File: src/rtl/max_pool_stream.sv
// Streaming 2x2 / stride-2 signed max-pooling stage. Takes raster-ordered
// convolution values and emits one pooled value per 2x2 window.
module max_pool_stream #(
  parameter int CONV_WIDTH   = 10,
  parameter int CONV_HEIGHT  = 10,
  parameter int NUM_FEATURES = 2,
  parameter int DATA_WIDTH   = 8
) (
  input  logic                                clk,
  input  logic                                rst_cnn,
  input  logic                                pool_enable,
  input  logic                                conv_valid,
  input  logic signed [DATA_WIDTH-1:0]        conv_data,
  output logic                                conv_ready,
  output logic                                pool_valid,
  output logic signed [DATA_WIDTH-1:0]        pool_data,
  output logic [$clog2(NUM_FEATURES):0]       pool_feature,
  output logic                                pool_last,
  input  logic                                pool_ready,
  output logic                                pool_done
);

  localparam int POOLED_WIDTH  = CONV_WIDTH >> 1;
  localparam int POOLED_HEIGHT = CONV_HEIGHT >> 1;
  localparam int CW = $clog2(CONV_WIDTH + 1);
  localparam int RW = $clog2(CONV_HEIGHT + 1);
  localparam int FW = $clog2(NUM_FEATURES) + 1;
  localparam int IW = (POOLED_WIDTH > 1) ? $clog2(POOLED_WIDTH) : 1;

  localparam logic [CW-1:0] COL_LAST      = CW'(CONV_WIDTH - 1);
  localparam logic [CW-1:0] COL_KEEP      = CW'(2 * POOLED_WIDTH);
  localparam logic [CW-1:0] COL_LAST_KEPT = CW'(2 * POOLED_WIDTH - 1);
  localparam logic [RW-1:0] ROW_LAST      = RW'(CONV_HEIGHT - 1);
  localparam logic [RW-1:0] ROW_KEEP      = RW'(2 * POOLED_HEIGHT);
  localparam logic [RW-1:0] ROW_LAST_KEPT = RW'(2 * POOLED_HEIGHT - 1);
  localparam logic [FW-1:0] FEAT_LAST     = FW'(NUM_FEATURES - 1);

  // Handshakes: a transfer happens on a rising edge where valid && ready.
  // conv_ready only depends on state and whether the output slot frees up,
  // so a stalled output also stalls the input side.
  typedef enum logic [1:0] {IDLE, EVEN_ROW, ODD_ROW, DONE} state_t;
  state_t state;

  logic [CW-1:0] col;
  logic [RW-1:0] row;
  logic [FW-1:0] feat;

  logic signed [DATA_WIDTH-1:0] pair;
  logic signed [DATA_WIDTH-1:0] rowbuf [POOLED_WIDTH];

  logic                         in_row;
  logic                         xfer;
  logic                         last_col;
  logic                         last_row;
  logic                         last_feat;
  logic                         col_kept;
  logic                         row_kept;
  logic                         load;
  logic [IW-1:0]                buf_idx;
  logic signed [DATA_WIDTH-1:0] pair_max;
  logic signed [DATA_WIDTH-1:0] window_max;

  function automatic logic signed [DATA_WIDTH-1:0] smax(
    input logic signed [DATA_WIDTH-1:0] a,
    input logic signed [DATA_WIDTH-1:0] b
  );
    return (a > b) ? a : b;
  endfunction

  assign in_row     = (state == EVEN_ROW) || (state == ODD_ROW);
  assign conv_ready = in_row && (!pool_valid || pool_ready);
  assign xfer       = conv_valid && conv_ready;
  assign last_col   = (col == COL_LAST);
  assign last_row   = (row == ROW_LAST);
  assign last_feat  = (feat == FEAT_LAST);
  // A trailing odd column/row has no partner and is simply swallowed.
  assign col_kept   = (col < COL_KEEP);
  assign row_kept   = (row < ROW_KEEP);
  assign buf_idx    = IW'(col >> 1);
  assign pair_max   = smax(pair, conv_data);
  assign window_max = smax(pair_max, rowbuf[buf_idx]);
  assign load       = xfer && (state == ODD_ROW) && col[0] && col_kept && row_kept;

  // Pair register and row buffer hold no control state, so they need no reset.
  always_ff @(posedge clk) begin
    if (xfer && col_kept && row_kept) begin
      if (!col[0]) begin
        pair <= conv_data;
      end else if (state == EVEN_ROW) begin
        rowbuf[buf_idx] <= pair_max;
      end
    end
  end

  always_ff @(posedge clk or negedge rst_cnn) begin
    if (!rst_cnn) begin
      state        <= IDLE;
      col          <= '0;
      row          <= '0;
      feat         <= '0;
      pool_valid   <= 1'b0;
      pool_data    <= '0;
      pool_feature <= '0;
      pool_last    <= 1'b0;
      pool_done    <= 1'b0;
    end else begin
      pool_done <= 1'b0;

      if (load) begin
        pool_valid   <= 1'b1;
        pool_data    <= window_max;
        pool_feature <= feat;
        pool_last    <= last_feat && (row == ROW_LAST_KEPT) && (col == COL_LAST_KEPT);
      end else if (pool_valid && pool_ready) begin
        pool_valid <= 1'b0;
      end

      case (state)
        IDLE: begin
          if (!pool_enable) begin
            state <= EVEN_ROW;
            col   <= '0;
            row   <= '0;
            feat  <= '0;
          end
        end
        EVEN_ROW, ODD_ROW: begin
          if (xfer) begin
            if (last_col) begin
              col <= '0;
              if (last_row) begin
                row <= '0;
                if (last_feat) begin
                  state <= DONE;
                end else begin
                  feat  <= feat + 1'b1;
                  state <= EVEN_ROW;
                end
              end else begin
                row   <= row + 1'b1;
                state <= (state == EVEN_ROW) ? ODD_ROW : EVEN_ROW;
              end
            end else begin
              col <= col + 1'b1;
            end
          end
        end
        DONE: begin
          // The output slot is empty once the pending value is taken.
          if (!pool_valid || pool_ready) begin
            pool_done <= 1'b1;
            state     <= IDLE;
          end
        end
        default: state <= IDLE;
      endcase
    end
  end

endmodule

File: config.mk
export PLATFORM = sky130hd
export DESIGN_NAME = max_pool_stream
export DESIGN_NICKNAME = d
export VERILOG_FILES = /design/src/rtl/max_pool_stream.sv
export SDC_FILE = /design/constraint.sdc
export NUM_CORES = 1
export LEC_CHECK = 0
export ABC_AREA = 1
export CORE_MARGIN = 3
export CORE_UTILIZATION = 30
export CTS_BUF_LIST = sky130_fd_sc_hd__clkbuf_4 sky130_fd_sc_hd__clkbuf_8
export CTS_CLUSTER_SIZE = 14
export DETAILED_ROUTE_END_ITERATION = 16
export PLACE_DENSITY = 0.44
export SKIP_LAST_GASP = 1
export SYNTH_ARGS = -nofsm -noshare
export SYNTH_HDL_FRONTEND = slang
export SYNTH_SLANG_ARGS = --single-unit
File: constraint.sdc
create_clock -name clk -period 6.3 [get_ports clk]
set_input_delay 1.89 -clock clk [delete_from_list [all_inputs] [get_ports clk]]
set_output_delay 1.89 -clock clk [all_outputs]
set_load 0.05 [all_outputs]
==> results of run 1 <==
[worst paths after layout]
path,end,cells past startpoint
min in group asynchronous,row[1]$_DFFE_PN0P_,2
max reg2reg,pool_data[5]$_DFFE_PN0P_,21
max in group asynchronous,pool_data[7]$_DFFE_PN0P_,2
min,pool_feature[0]$_DFFE_PN0P_,2
max,conv_ready,6
min reg2reg,pool_feature[0]$_DFFE_PN0P_,2
[power by group through the flow]
stage	Clock [W]	Sequential (W)	Combinational, W
2_1_floorplan	0	0.000798	0.000637
3_3_place_gp	0	0.000720	0.00101
3_5_place_dp	0	0.000718	0.00102
4_1_cts	0.000392	0.000710	0.00102
5_1_grt	0.000411	0.000723	0.00116
6_report	0.000377	0.000709	0.00101
[metrics by stage]
step | hold slack, ns | total power [W]
5_1_grt | 0.508 | 0.00229
4_1_cts | 0.498 | 0.00213
3_3_place_gp | 0.475 | 0.00173
6_report | 0.492 | 0.00210
2_1_floorplan | 0.498 | 0.00143
3_5_place_dp | 0.465 | 0.00174
[metal layers]
metal	routed length, µm	track usage [%]	up-vias
met5	0	0	-
met4	146	4.87	0
met3	283	3.21	13
met2	3720	20.4	39
met1	4310	19.1	1254
li1	-	-	1362
[synth_stat cells, drive strengths merged (2+ instances only)]
library cell	instances	area share, %
nor4	3	0.52
dfrtp	25	17
a22o	2	0.48
ha	23	7.9
buf	3	0.58
nand4	11	1.9
o22ai	3	0.52
o21ai	9	1.2
nor2	31	3.3
nand2	112	12
inv	42	4.4
nor3b	2	0.41
nand3	25	3.9
edfxtp	48	40
a22oi	2	0.41
nor3	9	1.7
a21oi	17	2.4
[state kept, by name, indices dropped and copies added, names as in the netlist, 2 cells and up]
signal and cells:
state 2, pool_data 8, col 4, rowbuf 40, feat 2, pool_feature 2, pair 8, row 4
[final cells by class]
cell class,instances,area (µm²),share of cell area (%)
Timing Repair Buffer,31,298,6.93
Clock inverter,7,76.3,1.78
Sequential cell,73,2070,48.1
Clock buffer,9,124,2.88
Inverter,42,160,3.73
Tap cell,143,179,4.17
Multi-Input combinational cell,256,1390,32.4
[critical path: cells and delay by family]
kind                   cells  cell delay, ns
buffers and inverters      4            1.39
AND/OR/NAND/NOR            2            0.25
[logic make-up (layout without fill, tap and decap cells)]
kind of cell	count (synthesis)	after routing
fa+ha+maj	23	23
buf+inv	46	89
flops	73	73
compound gates	38	38
simple gates	194	194
mux	1	1
==> impl_metrics.tcl, run 1 <==
set metrics [dict create \
    run_status "completed" \
    ys.flop_type "edfxtp_1" \
    ant_nets 0 \
    p_leak_nw 1.88 \
    hold_viol_final 0 \
    post-dp-hpwl_mm 6.25 \
    synth_compound_area_share_pct 6.30 \
    p_per_area_mw_per_mm2 488 \
    cts-root-buf "clkbuf_8" \
    grt.overflow.total 0 \
    synth-xor-area-share_pct 0 \
    yosysUniqueCellTypes 35 \
    die_h_um 116 \
    ctsHoldBuffers 0 \
    synth_fa_ha_area_share_pct 7.91 \
    drcViolationCount 0 \
    cts_tree "done" \
    synth_area_mm2 0.00364 \
    io_buffer_count 26 \
    clockPowerShare_pct 18.0 \
    ys_seq_elements 73 \
    cp-start-kind "input pin" \
    drt_wl_total_mm 8.46 \
    cp_cell_sequence "clkdlybuf4s50_1, inv_1, nand2_1, inv_1, nor2_1, clkdlybuf4s50_1" \
    start_util_pct 31.3 \
    boundaryPins 27 \
    synth.area.mux_share_pct 0.275 \
    fin_crit_ns 5.41 \
    tns_ns 0 \
    rsz0062_at_grt "false" \
    syn-mean-instance-area_um2 9.70 \
    synthSimpleGateAreaFrac_pct 23.6 \
    peakVddDrop_mv 0.212 \
    htreeDepth 3 \
    finalNonFillerCells 561 \
    grt_max_degree 26 \
    timing.critical_path.arrival_ns 3.52 \
    worstSkewPairLatency_ns 0.35 \
    max_cap_violations 0 \
    synth_nets 411 \
    layout_common_cells "nand2_1, edfxtp_1, inv_1, nor2_1, clkdlybuf4s50_1" \
    synth_edf_count 48 \
    core-area_mm2 0.0116 \
    synth_top_family_by_area "simple AND/OR/NAND/NOR gates" \
    place_congestion 0.878 \
    path_max_fanout 4 \
    switchingPower_w 0.000957 \
    yosysSeqAreaShare_pct 56.8 \
    nNetsFinal 449 \
    setup_viol 0 \
    crit_path_top_delay_cell "clkdlybuf4s50_1" \
    grtUsageTotal_pct 13.5 \
    pre_cts_ws_ns 0.883 \
    synth-async-reset-ratio_pct 34.2 \
    cp-end-kind "output pin" \
    reg2reg_slack_ns 2.90 \
    hp-start "pool_feature[0]$_DFFE_PN0P_" \
    diodes 0 \
    r2r-start "pair[5]$_DFFE_PP_" \
    crit_type "in2out" \
    cts.repair.resized 0 \
    cpPeakStageDelay_ns 0.81 \
    postCtsSetupRepairBufs 0 \
    setup_ws_ns 0.889 \
    worstMarginPinSlew_ns 1.06 \
    finalInstanceArea_mm2 0.00429 \
    fp.dieW_um 116 \
    p_sw_share_pct 45.6 \
    viasPerCell 4.76 \
    antenna_found_initial 0 \
    holdCritPathClass "reg2reg" \
    drt_iter0_drc 132 \
    placed_cells 545 \
    rows 39 \
    critical_path_required_ns 4.41 \
    grt_pass1_vias 2628 \
    startpoint "pool_ready" \
    placed_area_mm2 0.00409 \
    dr_total_vias 2668 \
    clockBufferDepth 2 \
    first_pass_iters 4 \
    cts_buffers 9 \
    clk_pin_slew_ns 0.08 \
    syn2layout_area_growth_pct 18.1 \
    layout-drive-gt1-share_pct 9.09 \
    utilization_pct 37.0 \
    drt-wirelength-per-cell_um 15.1 \
    power.internal_w 0.00114 \
    fmax_ghz 0.185 \
    finalCritPeriodShare_pct 85.9 \
    clock-sinks 73 \
    fin_skew_ns 0.0149 \
    dieArea_mm2 0.0135 \
    slew_viol_final 0 \
    yosysWarnings 0 \
    max_slew_margin_pct 28.5 \
    comb_power_share_pct 48.2 \
    synth_cells 375 \
    fillers 1190 \
    grt_pass1_wl_mm 13.7 \
    power_frac_seq_pct 33.8 \
    layout_commonest_cell "nand2_1" \
]
(Power assumes the default switching activity.)
==> run 2: changes to the inputs <==
--- a/config.mk
+++ b/config.mk
@@ -9,6 +9,7 @@
 export CORE_MARGIN = 3
 export CORE_UTILIZATION = 30
 export CTS_BUF_LIST = sky130_fd_sc_hd__clkbuf_4 sky130_fd_sc_hd__clkbuf_8
+export CTS_CLUSTER_DIAMETER = 100
 export CTS_CLUSTER_SIZE = 14
 export DETAILED_ROUTE_END_ITERATION = 16
 export PLACE_DENSITY = 0.44
==> constraint.sdc (replaced) <==
create_clock -name clk -period 6.6 [get_ports clk]
set_input_delay 1.98 -clock clk [delete_from_list [all_inputs] [get_ports clk]]
set_output_delay 1.98 -clock clk [all_outputs]
set_load 0.05 [all_outputs]
==> impl_metrics.tcl, run 2 (same netlist as run 1, synthesis figures left out) <==
set metrics [dict create \
    worstMarginPinSlew_ns 1.08 \
    layout-drive-gt1-share_pct 9.33 \
    cp-end-kind "output pin" \
    grt_max_degree 26 \
    post-dp-hpwl_mm 6.21 \
    boundaryPins 27 \
    rows 39 \
    syn2layout_area_growth_pct 17.5 \
    cts-root-buf "clkbuf_8" \
    whs_ns 0.490 \
    grt_pass1_vias 2677 \
    run_status "completed" \
    p_per_area_mw_per_mm2 460 \
    cts.repair.resized 0 \
    dr_total_vias 2655 \
    layout_commonest_cell "nand2_1" \
    nNetsFinal 449 \
    drcViolationCount 0 \
    worstSkewPairLatency_ns 0.35 \
    max_cap_violations 0 \
    die_h_um 116 \
    grt_pass1_wl_mm 14.0 \
    clk_pin_slew_ns 0.08 \
    ctsHoldBuffers 0 \
    cp-start-kind "input pin" \
    tns_ns 0 \
    holdCritPathClass "reg2reg" \
    htreeDepth 3 \
    timing.critical_path.arrival_ns 3.58 \
    hold_viol_final 0 \
    max_slew_margin_pct 27.5 \
    antenna_found_initial 0 \
    ant_nets 0 \
    crit_type "in2out" \
    critical_path_required_ns 4.62 \
    viasPerCell 4.73 \
    place_congestion 0.841 \
    drt_wl_total_mm 8.40 \
    core-area_mm2 0.0116 \
    slew_viol_final 0 \
    fmax_ghz 0.180 \
    grtUsageTotal_pct 13.8 \
    start_util_pct 31.3 \
    largest_register_ffs 40 \
    path_max_fanout 4 \
    top_regs "rowbuf (40), pair (8), pool_data (8)" \
    rsz0062_at_grt "false" \
    fin_crit_ns 5.56 \
    dieArea_mm2 0.0135 \
    cts_buffers 9 \
    p_leak_nw 1.88 \
    clockBufferDepth 2 \
    peakVddDrop_mv 0.186 \
    drt_iter0_drc 133 \
    finalCritPeriodShare_pct 84.3 \
    grt.overflow.total 0 \
    largest-register "rowbuf" \
    io_buffer_count 26 \
    cts_tree "done" \
    first_pass_iters 4 \
    setup_viol 0 \
    fp.dieW_um 116 \
    fin_skew_ns 0.0130 \
    drt-wirelength-per-cell_um 15.0 \
    postCtsSetupRepairBufs 0 \
    diodes 0 \
    layout_common_cells "nand2_1, edfxtp_1, inv_1, nor2_1, clkdlybuf4s50_1" \
    clock-sinks 73 \
]
## run 2: worst max-delay path: stages
cell,delay [ns]
clkdlybuf4s50_1,0.45
inv_1,0.03
nand2_1,0.13
inv_1,0.07
nor2_1,0.11
clkdlybuf4s50_1,0.82
## run 2: cell type report
| type | count | area (µm²) |
|---|---|---|
| Clock buffer | 11 | 139 |
| Clock inverter | 5 | 40.0 |
| Fill cell | 1187 | 7340 |
| Inverter | 42 | 160 |
| Multi-Input combinational cell | 256 | 1390 |
| Sequential cell | 73 | 2070 |
| Tap cell | 143 | 179 |
| Timing Repair Buffer | 31 | 298 |
## run 2: final timing paths
path                       slack [ns]                        to  depth (start not counted)                startpoint
max                              1.04                conv_ready                          6                pool_ready
min                              0.49  pool_data[3]$_DFFE_PN0P_                          2  pool_data[3]$_DFFE_PN0P_
max reg2reg                      3.25  pool_data[4]$_DFFE_PN0P_                         21         pair[5]$_DFFE_PP_
min reg2reg                      0.49  pool_data[3]$_DFFE_PN0P_                          2  pool_data[3]$_DFFE_PN0P_
max in group asynchronous        4.34  pool_data[2]$_DFFE_PN0P_                          2                   rst_cnn
min in group asynchronous        2.01        row[0]$_DFFE_PN0P_                          2                   rst_cnn
## run 2: stage by stage
stage	util, %	area (µm²)	total power, W	instances	worst slack [ns]
floorplan	-	3640	0.00137	375	1.82
global placement	35.3	4090	0.00166	545	1.04
detailed placement	35.3	4090	0.00166	545	1.03
CTS	36.8	4270	0.00199	561	1.03
global route	36.8	4270	0.00216	561	0.942
finish	36.8	4270	0.00196	561	1.04
## run 2: layer usage
layer	GRT usage (%)	vias up	share of wire [%]
met4	6.11	0	2.2
met1	20.1	1244	52
met3	2.38	16	2.5
met2	20.0	40	43
met5	0	-	0
li1	-	1355	-
## run 2: report_power, final
part,internal [W],switching [W],leakage [nW]
clock,0.000148,0.000174,0.0947
sequential,0.000607,0.0000682,0.756
combinational,0.000303,0.000663,1.03
